`config.mk`:
```
export PLATFORM = sky130hd
export DESIGN_NAME = uart_tx_io
export DESIGN_NICKNAME = d
export VERILOG_FILES = /design/src/rtl/uart_tx_io_pkg.sv /design/src/rtl/byte_fifo.sv /design/src/rtl/uart_tx_io.sv
export SDC_FILE = /design/constraint.sdc
export NUM_CORES = 1
export LEC_CHECK = 0
export ABC_AREA = 1
export BUFFER_PORTS_ARGS = -buffer_cell sky130_fd_sc_hd__buf_2
export CORE_MARGIN = 8
export CORE_UTILIZATION = 48
export CTS_CLUSTER_DIAMETER = 200
export DETAILED_ROUTE_END_ITERATION = 8
export GPL_TIMING_DRIVEN = 0
export HOLD_SLACK_MARGIN = 0.15
export PLACE_DENSITY_LB_ADDON = 0.08
export SKIP_LAST_GASP = 1
export SLEW_MARGIN = 30
export SYNTH_ARGS = -nofsm -noshare
export SYNTH_HDL_FRONTEND = slang
export SYNTH_SLANG_ARGS = --single-unit
```
`constraint.sdc`:
```
create_clock -name clock -period 3.35 [get_ports clock]
set_clock_uncertainty 0.1 [all_clocks]
set_input_delay 0.1675 -clock clock [delete_from_list [all_inputs] [get_ports clock]]
set_output_delay 0.1675 -clock clock [all_outputs]
set_load 0.005 [all_outputs]
```
`src/rtl/uart_tx_io_pkg.sv`:
```
// Shared definitions for the UART transmitter: FSM states, CPU register offsets
// and STATUS register bit positions.
package uart_tx_io_pkg;

   typedef enum logic [1:0] {
      ST_IDLE  = 2'd0,
      ST_START = 2'd1,
      ST_DATA  = 2'd2,
      ST_STOP  = 2'd3
   } uart_tx_state_t;

   // Writes decode DATA/CONTROL, reads decode DATA/STATUS on the same offset bit.
   localparam logic UART_DATA_OFFSET    = 1'b0;
   localparam logic UART_CONTROL_OFFSET = 1'b1;
   localparam logic UART_STATUS_OFFSET  = 1'b1;

   localparam int STAT_FULL_BIT     = 0;
   localparam int STAT_EMPTY_BIT    = 1;
   localparam int STAT_BUSY_BIT     = 2;
   localparam int STAT_OVERFLOW_BIT = 3;
   localparam int STAT_IRQ_EN_BIT   = 4;
   localparam int STAT_COUNT_LSB    = 8;

endpackage

```
`src/rtl/byte_fifo.sv`:
```
// Byte-wide FIFO with occupancy count. Full and empty are judged on the state
// before the current edge, so a push into a full FIFO is refused even if a pop happens.
module byte_fifo #(
   parameter int DEPTH = 4
) (
   input  logic                     clock,
   input  logic                     reset,
   input  logic                     push,
   input  logic [7:0]               push_data,
   input  logic                     pop,
   output logic [7:0]               pop_data,
   output logic                     full,
   output logic                     empty,
   output logic [$clog2(DEPTH):0]   count
);

   localparam int AW = $clog2(DEPTH);
   localparam int CW = AW + 1;

   logic [7:0]    r_mem [DEPTH];
   logic [AW-1:0] r_wr_ptr;
   logic [AW-1:0] r_rd_ptr;
   logic [CW-1:0] r_count;
   logic          w_push_ok;
   logic          w_pop_ok;

   assign full      = (r_count == CW'(DEPTH));
   assign empty     = (r_count == '0);
   assign count     = r_count;
   assign pop_data  = r_mem[r_rd_ptr];
   assign w_push_ok = push && !full;
   assign w_pop_ok  = pop && !empty;

   // Power-of-two depth lets the pointers wrap by plain overflow.
   always_ff @(posedge clock or negedge reset) begin
      if (!reset) begin
         r_wr_ptr <= '0;
         r_rd_ptr <= '0;
         r_count  <= '0;
      end else begin
         if (w_push_ok) r_wr_ptr <= r_wr_ptr + AW'(1);
         if (w_pop_ok)  r_rd_ptr <= r_rd_ptr + AW'(1);
         case ({w_push_ok, w_pop_ok})
            2'b10:   r_count <= r_count + CW'(1);
            2'b01:   r_count <= r_count - CW'(1);
            default: r_count <= r_count;
         endcase
      end
   end

   // NOTE: storage has no reset; the pointers and count decide what is valid,
   // and leaving it out keeps the array mappable onto plain RAM/flops without reset.
   always_ff @(posedge clock) begin
      if (w_push_ok) r_mem[r_wr_ptr] <= push_data;
   end

endmodule

```
`src/rtl/uart_tx_io.sv`:
```
// Memory-mapped 8N1 UART transmitter: CPU writes bytes into a FIFO, the FSM
// serialises them LSB first and raises a sticky interrupt when the FIFO drains.
module uart_tx_io #(
   parameter int CLKS_PER_BIT = 434,
   parameter int FIFO_DEPTH   = 4
) (
   input  logic        clock,
   input  logic        reset,
   input  logic        write_enable,
   input  logic        write_offset,
   input  logic [15:0] write_data,
   input  logic        read_offset,
   output logic [15:0] read_data,
   input  logic        reset_irq,
   output logic        irq,
   output logic        txd
);

   import uart_tx_io_pkg::*;

   localparam int CW    = $clog2(FIFO_DEPTH) + 1;
   localparam int CNT_W = (CLKS_PER_BIT > 1) ? $clog2(CLKS_PER_BIT) : 1;
   localparam logic [CNT_W-1:0] BIT_LAST = CNT_W'(CLKS_PER_BIT - 1);

   uart_tx_state_t r_state;
   logic [7:0]     r_shift;
   logic [CNT_W-1:0] r_bit_cnt;
   logic [2:0]     r_bit_idx;
   logic           r_txd;
   logic           r_irq;
   logic           r_irq_en;
   logic           r_overflow;

   logic           w_push;
   logic           w_pop;
   logic           w_full;
   logic           w_empty;
   logic [CW-1:0]  w_count;
   logic [7:0]     w_head;
   logic           w_bit_done;
   logic [2:0]     w_idx_next;
   logic           w_irq_set;
   logic           w_overflow_set;
   logic [15:0]    w_read_data;
   logic           w_unused;

   assign w_push     = write_enable && (write_offset == UART_DATA_OFFSET);
   assign w_bit_done = (r_bit_cnt == BIT_LAST);
   assign w_idx_next = r_bit_idx + 3'd1;
   // The FIFO head is taken when idle, or at the end of STOP for gap-free frames.
   assign w_pop      = !w_empty &&
                       ((r_state == ST_IDLE) || ((r_state == ST_STOP) && w_bit_done));
   assign w_irq_set      = (r_state == ST_STOP) && w_bit_done && w_empty && r_irq_en;
   assign w_overflow_set = w_push && w_full;
   assign w_unused       = ^write_data[15:8];

   byte_fifo #(.DEPTH(FIFO_DEPTH)) u_fifo (
      .clock     (clock),
      .reset     (reset),
      .push      (w_push),
      .push_data (write_data[7:0]),
      .pop       (w_pop),
      .pop_data  (w_head),
      .full      (w_full),
      .empty     (w_empty),
      .count     (w_count)
   );

   // NOTE: state and line are registered with non-blocking assignments so every
   // branch sees the pre-edge values; txd changes on the same edge as the state.
   always_ff @(posedge clock or negedge reset) begin
      if (!reset) begin
         r_state   <= ST_IDLE;
         r_txd     <= 1'b1;
         r_shift   <= '0;
         r_bit_cnt <= '0;
         r_bit_idx <= '0;
      end else begin
         case (r_state)
            ST_IDLE: begin
               r_txd     <= 1'b1;
               r_bit_cnt <= '0;
               r_bit_idx <= '0;
               if (!w_empty) begin
                  r_shift <= w_head;
                  r_state <= ST_START;
                  r_txd   <= 1'b0;
               end
            end
            ST_START: begin
               if (w_bit_done) begin
                  r_bit_cnt <= '0;
                  r_bit_idx <= '0;
                  r_txd     <= r_shift[0];
                  r_state   <= ST_DATA;
               end else begin
                  r_bit_cnt <= r_bit_cnt + CNT_W'(1);
               end
            end
            ST_DATA: begin
               if (w_bit_done) begin
                  r_bit_cnt <= '0;
                  if (r_bit_idx == 3'd7) begin
                     r_txd   <= 1'b1;
                     r_state <= ST_STOP;
                  end else begin
                     r_bit_idx <= w_idx_next;
                     r_txd     <= r_shift[w_idx_next];
                  end
               end else begin
                  r_bit_cnt <= r_bit_cnt + CNT_W'(1);
               end
            end
            ST_STOP: begin
               if (w_bit_done) begin
                  r_bit_cnt <= '0;
                  if (!w_empty) begin
                     r_shift <= w_head;
                     r_txd   <= 1'b0;
                     r_state <= ST_START;
                  end else begin
                     r_txd   <= 1'b1;
                     r_state <= ST_IDLE;
                  end
               end else begin
                  r_bit_cnt <= r_bit_cnt + CNT_W'(1);
               end
            end
            default: begin
               r_txd   <= 1'b1;
               r_state <= ST_IDLE;
            end
         endcase
      end
   end

   // A same-cycle set outranks the CPU acknowledge so no event is lost.
   always_ff @(posedge clock or negedge reset) begin
      if (!reset) begin
         r_irq      <= 1'b0;
         r_overflow <= 1'b0;
         r_irq_en   <= 1'b0;
      end else begin
         if (w_irq_set)      r_irq <= 1'b1;
         else if (reset_irq) r_irq <= 1'b0;
         if (w_overflow_set) r_overflow <= 1'b1;
         else if (reset_irq) r_overflow <= 1'b0;
         if (write_enable && (write_offset == UART_CONTROL_OFFSET))
            r_irq_en <= write_data[0];
      end
   end

   // NOTE: the default assignment first keeps this block free of inferred latches.
   always_comb begin
      w_read_data = '0;
      if (read_offset == UART_STATUS_OFFSET) begin
         w_read_data[STAT_FULL_BIT]         = w_full;
         w_read_data[STAT_EMPTY_BIT]        = w_empty;
         w_read_data[STAT_BUSY_BIT]         = (r_state != ST_IDLE);
         w_read_data[STAT_OVERFLOW_BIT]     = r_overflow;
         w_read_data[STAT_IRQ_EN_BIT]       = r_irq_en;
         w_read_data[STAT_COUNT_LSB +: CW]  = w_count;
      end
   end

   assign read_data = w_read_data;
   assign irq       = r_irq;
   assign txd       = r_txd;

endmodule

```
# [Yosys cells after proc, flatten, opt, wreduce, memory -nomap -nowiden]
# Memories as Yosys holds them, arrays and structs flattened.
# Cells that the tools add are included.
[classes] shifts=0 n_bitwise=1 muxes=32 multipliers=0 n_eq_ne=14 addsub=6 n_reduce_logical=25 n_div=0 magnitude_cmp=1
[ops] op="case mux 9 bit (2 select lines)" n=1
[ops] op="two-way mux 8 bit" n=2
[ops] op="case mux 8 bit (2 select lines)" n=1
[ops] op="two-way mux 1 bit" n=12
[ops] op="two-way mux 3 bit" n=4
[ops] op="!= test 2 bit (second input constant)" n=6
[ops] op="two-way mux 2 bit" n=5
[ops] op="nonzero test 2 bit" n=5
[ops] op="adder 9 x 1 -> 9 bit (second input constant)" n=1
[ops] op="equality test 9 bit (second input constant)" n=1
[ops] op="logical AND 1 bit" n=9
[ops] op="two-way mux 9 bit" n=1
[ops] op="case mux 3 bit (3 select lines)" n=1
[ops] op="case mux 2 bit (4 select lines)" n=1
[ops] op="adder 3 x 1 -> 3 bit (second input constant)" n=2
[ops] op="equality test 2 bit (second input constant)" n=3
[ops] op="equality test 3 bit (second input constant)" n=2
[ops] op="case mux 3 bit (2 select lines)" n=1
[ops] op="two-way mux 5 bit" n=1
[ops] op="AND reduction 5 bit" n=1
[ops] op="adder 2 x 1 -> 2 bit (second input constant)" n=2
[ops] op="equality test 2 x 1 -> 1 bit (second input constant)" n=2
[ops] op="< comparator 3 x 4 -> 1 bit (second input constant)" n=1
[ops] op="case mux 1 bit (4 select lines)" n=1
[ops] op="other kinds (12)" n=13
[totals] out_inout_bits=18 latchBits=0 regBits=33 mem_count=1 elab_cells=91 inputBits=22 ramBits=32 mem_bits_ro=0
[mem_list] memory="u_fifo.r_mem" words=4 word_bits=8 read_ports=1 rd_clocked_by_memory_dff=0 wr=1 line_no="byte_fifo.sv:20" rtl="logic [7:0] r_mem [DEPTH];"

# [Depth between registers and ports, before layout]
[logic_depth] ltp_word=7 mapped_depth=14 depth_no_buf=14

# [Hierarchy]
# A second synthesis with hierarchy kept.
[unflattened] cells_unflattened=355 hier_area_um2=3321.9
[modules_own_cells] mod="byte_fifo" area_per_inst_um2=1741.7 seq_area_each_um2=1136.1 cells_each=154 instances=1
[modules_own_cells] mod="uart_tx_io" area_per_inst_um2=1580.3 seq_area_each_um2=651.9 cells_each=201 instances=1

# [Worst setup path after synthesis]
# No wires, ideal clock.
[synth_timing] path_kind="register -> register" from="register r_bit_cnt[1]" to="register u_fifo.r_count[2], in the netlist u_fifo.count[2]" t_required_ps=3119 path_stages_with_launch=15 n_path_buf=0 arrival_ps=2071 setup_time_ps=131 synth_period_minus_slack_ps=2302 slack_ps=1048 path_cell_list="dfrtp_1 -> inv_1 -> ha_1 -> nand2_1 -> nor2_1 -> nand2_4 -> o21ai_2 -> nand2_1 -> inv_1 -> ha_1 -> inv_1 -> fa_1 -> a21oi_1 -> o21ai_0 -> xor2_1"
[synth_via] elab_chain_len=7 word_cells_on_any_way=9 cone_classes="3 x eq/ne; 1 x mux; 5 x reduce/logical"
[synth_rtl] item="from (decl)" line_no="uart_tx_io.sv:27" rtl="logic [CNT_W-1:0] r_bit_cnt;"
[synth_rtl] item="from (signal assigned)" line_no="uart_tx_io.sv:97" rtl="r_bit_cnt <= r_bit_cnt + CNT_W'(1);"
[synth_rtl] item="from (signal assigned)" line_no="uart_tx_io.sv:111" rtl="r_bit_cnt <= r_bit_cnt + CNT_W'(1);"
[synth_rtl] item="from (signal assigned)" line_no="uart_tx_io.sv:126" rtl="r_bit_cnt <= r_bit_cnt + CNT_W'(1);"
[synth_rtl] item="equality test 9 bit *" line_no="uart_tx_io.sv:48" rtl="assign w_bit_done = (r_bit_cnt == BIT_LAST);"
[synth_rtl] item="logical AND 1 bit *" line_no="uart_tx_io.sv:52" rtl="((r_state == ST_IDLE) || ((r_state == ST_STOP) && w_bit_done));"
[synth_rtl] item="logical OR 1 bit *" line_no="uart_tx_io.sv:52"
[synth_rtl] item="logical AND 1 bit *" line_no="uart_tx_io.sv:51" rtl="assign w_pop = !w_empty &&"
[synth_rtl] item="logical AND 1 bit *" line_no="byte_fifo.sv:32" rtl="assign w_pop_ok = pop && !empty;"
[synth_rtl] item="named net u_fifo.w_pop_ok" line_no="byte_fifo.sv:25" rtl="logic w_pop_ok;"
[synth_rtl] item="equality test 2 x 1 -> 1 bit or equality test 2 bit (tied branches)" line_no="byte_fifo.sv:43" rtl="case ({w_push_ok, w_pop_ok})"
[synth_rtl] item="case mux 3 bit (2 select lines) or nonzero test 2 bit (tied branches)"
[synth_rtl] item="to (signal assigned)" line_no="byte_fifo.sv:44" rtl="2'b10: r_count <= r_count + CW'(1);"
[synth_rtl] item="to (signal assigned)" line_no="byte_fifo.sv:45" rtl="2'b01: r_count <= r_count - CW'(1);"
[synth_rtl] item="to (signal assigned)" line_no="byte_fifo.sv:46" rtl="default: r_count <= r_count;"
[synth_rtl] item="to (decl)" line_no="byte_fifo.sv:23" rtl="logic [CW-1:0] r_count;"
# Mark *: on every way through the listed nets, which the timed path passes. The rest lies on a longest branch.
# A chain may end at the register's enable or synchronous reset.

# [Worst setup path after layout]
# Same ends and word-level chain as after synthesis.

==> metrics.csv <==
metric,value,unit
track_usage,13.5,%
wl,5.90,mm
worst_pin_slew,767,ps
final_max_slew_viol_count,0,
synth_top_area_share,29.9,%
htreeDepth,3,
ant_nets,0,
drtPass1Iterations,4,
syn_area,3220,sq um
wl_met2,2.93,mm
crit_fanout,7,
fin_nets,426,
synth-main-ff-cell,edfxtp_1,
dp_hpwl,4.07,mm
wl_per_cell,12.5,microns
crit_family,adder cells,
ys_seq_area_share,55.6,%
period_needed,2530,ps
vdd_drop_max,0.000359,V
worst_ep_arrival_time,2660,ps
postCtsSetupBuffers,0,
cp_num_buf_inv,3,
cts_tree,built,
die_y,97.9,microns
finalNonFillerCells,474,
synth_cell_types,32,
cts_buffer_depth,2,
max_slew_margin,48.7,%
grt_pass1_vias,2320,
std_cell_rows,30,
vias,2229,
m1WireLength,2.67,mm
yosysMostFrequentCell,nand2_1,
synthArstFlopShare,50.8,%
cp-end-kind,flop,
post-route-period-util,75.6,%
yosys_warnings,0,
fp.dieW,97.9,microns
grt_first_pass_wirelength,10.4,mm
cts.clk_slew.worst_paths,80,ps
vias_per_cell,4.70,
portBuffers,23,
startpoint_type,flop,
crit_type,reg2reg,
leakagePower,1.76,nW
clk_latency,350,ps
power_density,505,nW/um^2
rsz0062_at_grt,no,
routabilityCongestion,0.784,
antennaDiodeCount,0,
start_util,48.4,%
status,completed,
maxCapViolations,0,
synth_top_cell_by_area,edfxtp_1,
final-hold-violation-count,0,
wl_met3,223,microns
cts_sinks,65,
area_delta_synth_final,18.3,%
final_layout_size_suffix_gt1_share,19.3,%
coreArea,6640,sq um
cts-buffers-inserted,9,
synth_top_cells_by_count,"55 x nand2_1, 48 x inv_1, 43 x nor2_1",
tns,0,ps
drc,0,
ys_ff_latch,65,
synth_edf_count,32,
grt_overflow,0,
slowest_delay,390,ps
cp_common_cell,inv_1,
topRoutingLayerUsed,met4,
syn-instance-count,334,
cp_cell_sequence,inv_1 -> ha_1 -> nand2_1 -> nor2_1 -> nand2_4 -> o21ai_2 -> nand2_1 -> inv_1 -> ha_1 -> inv_1 -> fa_1 -> a21oi_1 -> o21ai_0 -> xor2_1,
setup_violations,0,
die_area,9570,sq um
cp.required,3480,ps
hold_class,in2async,
cpMaxStageDelayCell,dfrtp_1,
final_core_utilization,57.3,%
io_pins,40,
syn_area_per_cell,9.63,sq um
clock.fmax,395,MHz
antenna_found_initial,0,
synth_top_cells_by_area,"edfxtp_1 30%, dfrtp_1 25%, nand2_1 6.4%, inv_1 5.6%, ha_1 5.4%",
grt_max_degree,34,
drt-initial-drc-count,54,
cts-root-buf,clkbuf_8,
dp.cells,444,
layer usage:
metal | global-route usage, % | up-vias
li1 | - | 1172
met1 | 14.7 | 1025
met2 | 23.6 | 25
met3 | 4.98 | 7
met4 | 4.80 | 0
met5 | 0 | -
sequential cells by signal (all words and copies together), names as in the netlist:
name             count
r_shift              8
r_bit_idx            3
r_bit_cnt            9
irq                  1
u_fifo.r_mem        32
u_fifo.r_wr_ptr      2
u_fifo.count         3
r_irq_en             1
u_fifo.r_rd_ptr      2
r_state              2
txd                  1
r_overflow           1
metrics by stage:
stage	power [mW]	hold slack, ps	area (sq um)	setup WS, ps
after detailed placement	1.23	188	3460	844
final	1.92	321	3800	817
after CTS	1.94	345	3800	832
after floorplan	1.14	-228	3240	1050
after global routing	2.02	378	3800	594
after global placement	1.22	185	3460	890
layout by cell type, fill, tap and decap left out, drive strengths merged, types with 3 or more instances in the layout:
cell	count
clkbuf	9
conb	8
nand2	61
buf	37
edfxtp	32
ha	14
o21ai	44
nor2	44
nand3	18
xor2	3
dlygate4sd3	14
inv	54
a21oi	7
dfrtp	32
nor3b	3
power by group:
group,internal [mW],total [mW],switching [mW]
Sequential,0.916,0.955,0.0384
Clock,0.357,0.701,0.344
Combinational,0.102,0.265,0.164
Total,1.38,1.92,0.546
path summary, 6_finish.rpt:
path                               from            endpoint  slack (ps)  cells after the start
min                               reset        r_bit_idx[1]         320                      2
min reg2reg                         txd                 txd         370                      2
max                        r_bit_cnt[1]     u_fifo.count[2]         820                     14
max reg2reg                r_bit_cnt[1]     u_fifo.count[2]         820                     14
min in group clock                  txd                 txd         370                      2
max in group asynchronous         reset  u_fifo.r_wr_ptr[1]        2350                      2
cell families after synthesis:
kind of cell    after synthesis  synth area share (%)
compound gates               54                  9.57
buf+inv                      65                  8.95
xor+xnor                      5                  1.36
other cells                   1                 0.117
fa+ha+maj                    15                  6.07
flops                        65                  55.6
simple gates                129                  18.3
timing repair:
action,4_1_cts,5_1_grt
hold buffers,14,0
endpoints found under the hold margin,69,0
resized for setup,0,0
endpoints found under the setup margin,0,0
cell type report:
type / instances / area [sq um]
fill: 612 / 2840
buffer: 14 / 96.3
timing repair buffer: 37 / 255
inverter: 51 / 191
clock inverter: 7 / 83.8
multi-input combinational: 211 / 1170
tap: 80 / 100
clock buffer: 9 / 124
sequential: 65 / 1790
Power figures use the tool's default switching activity.
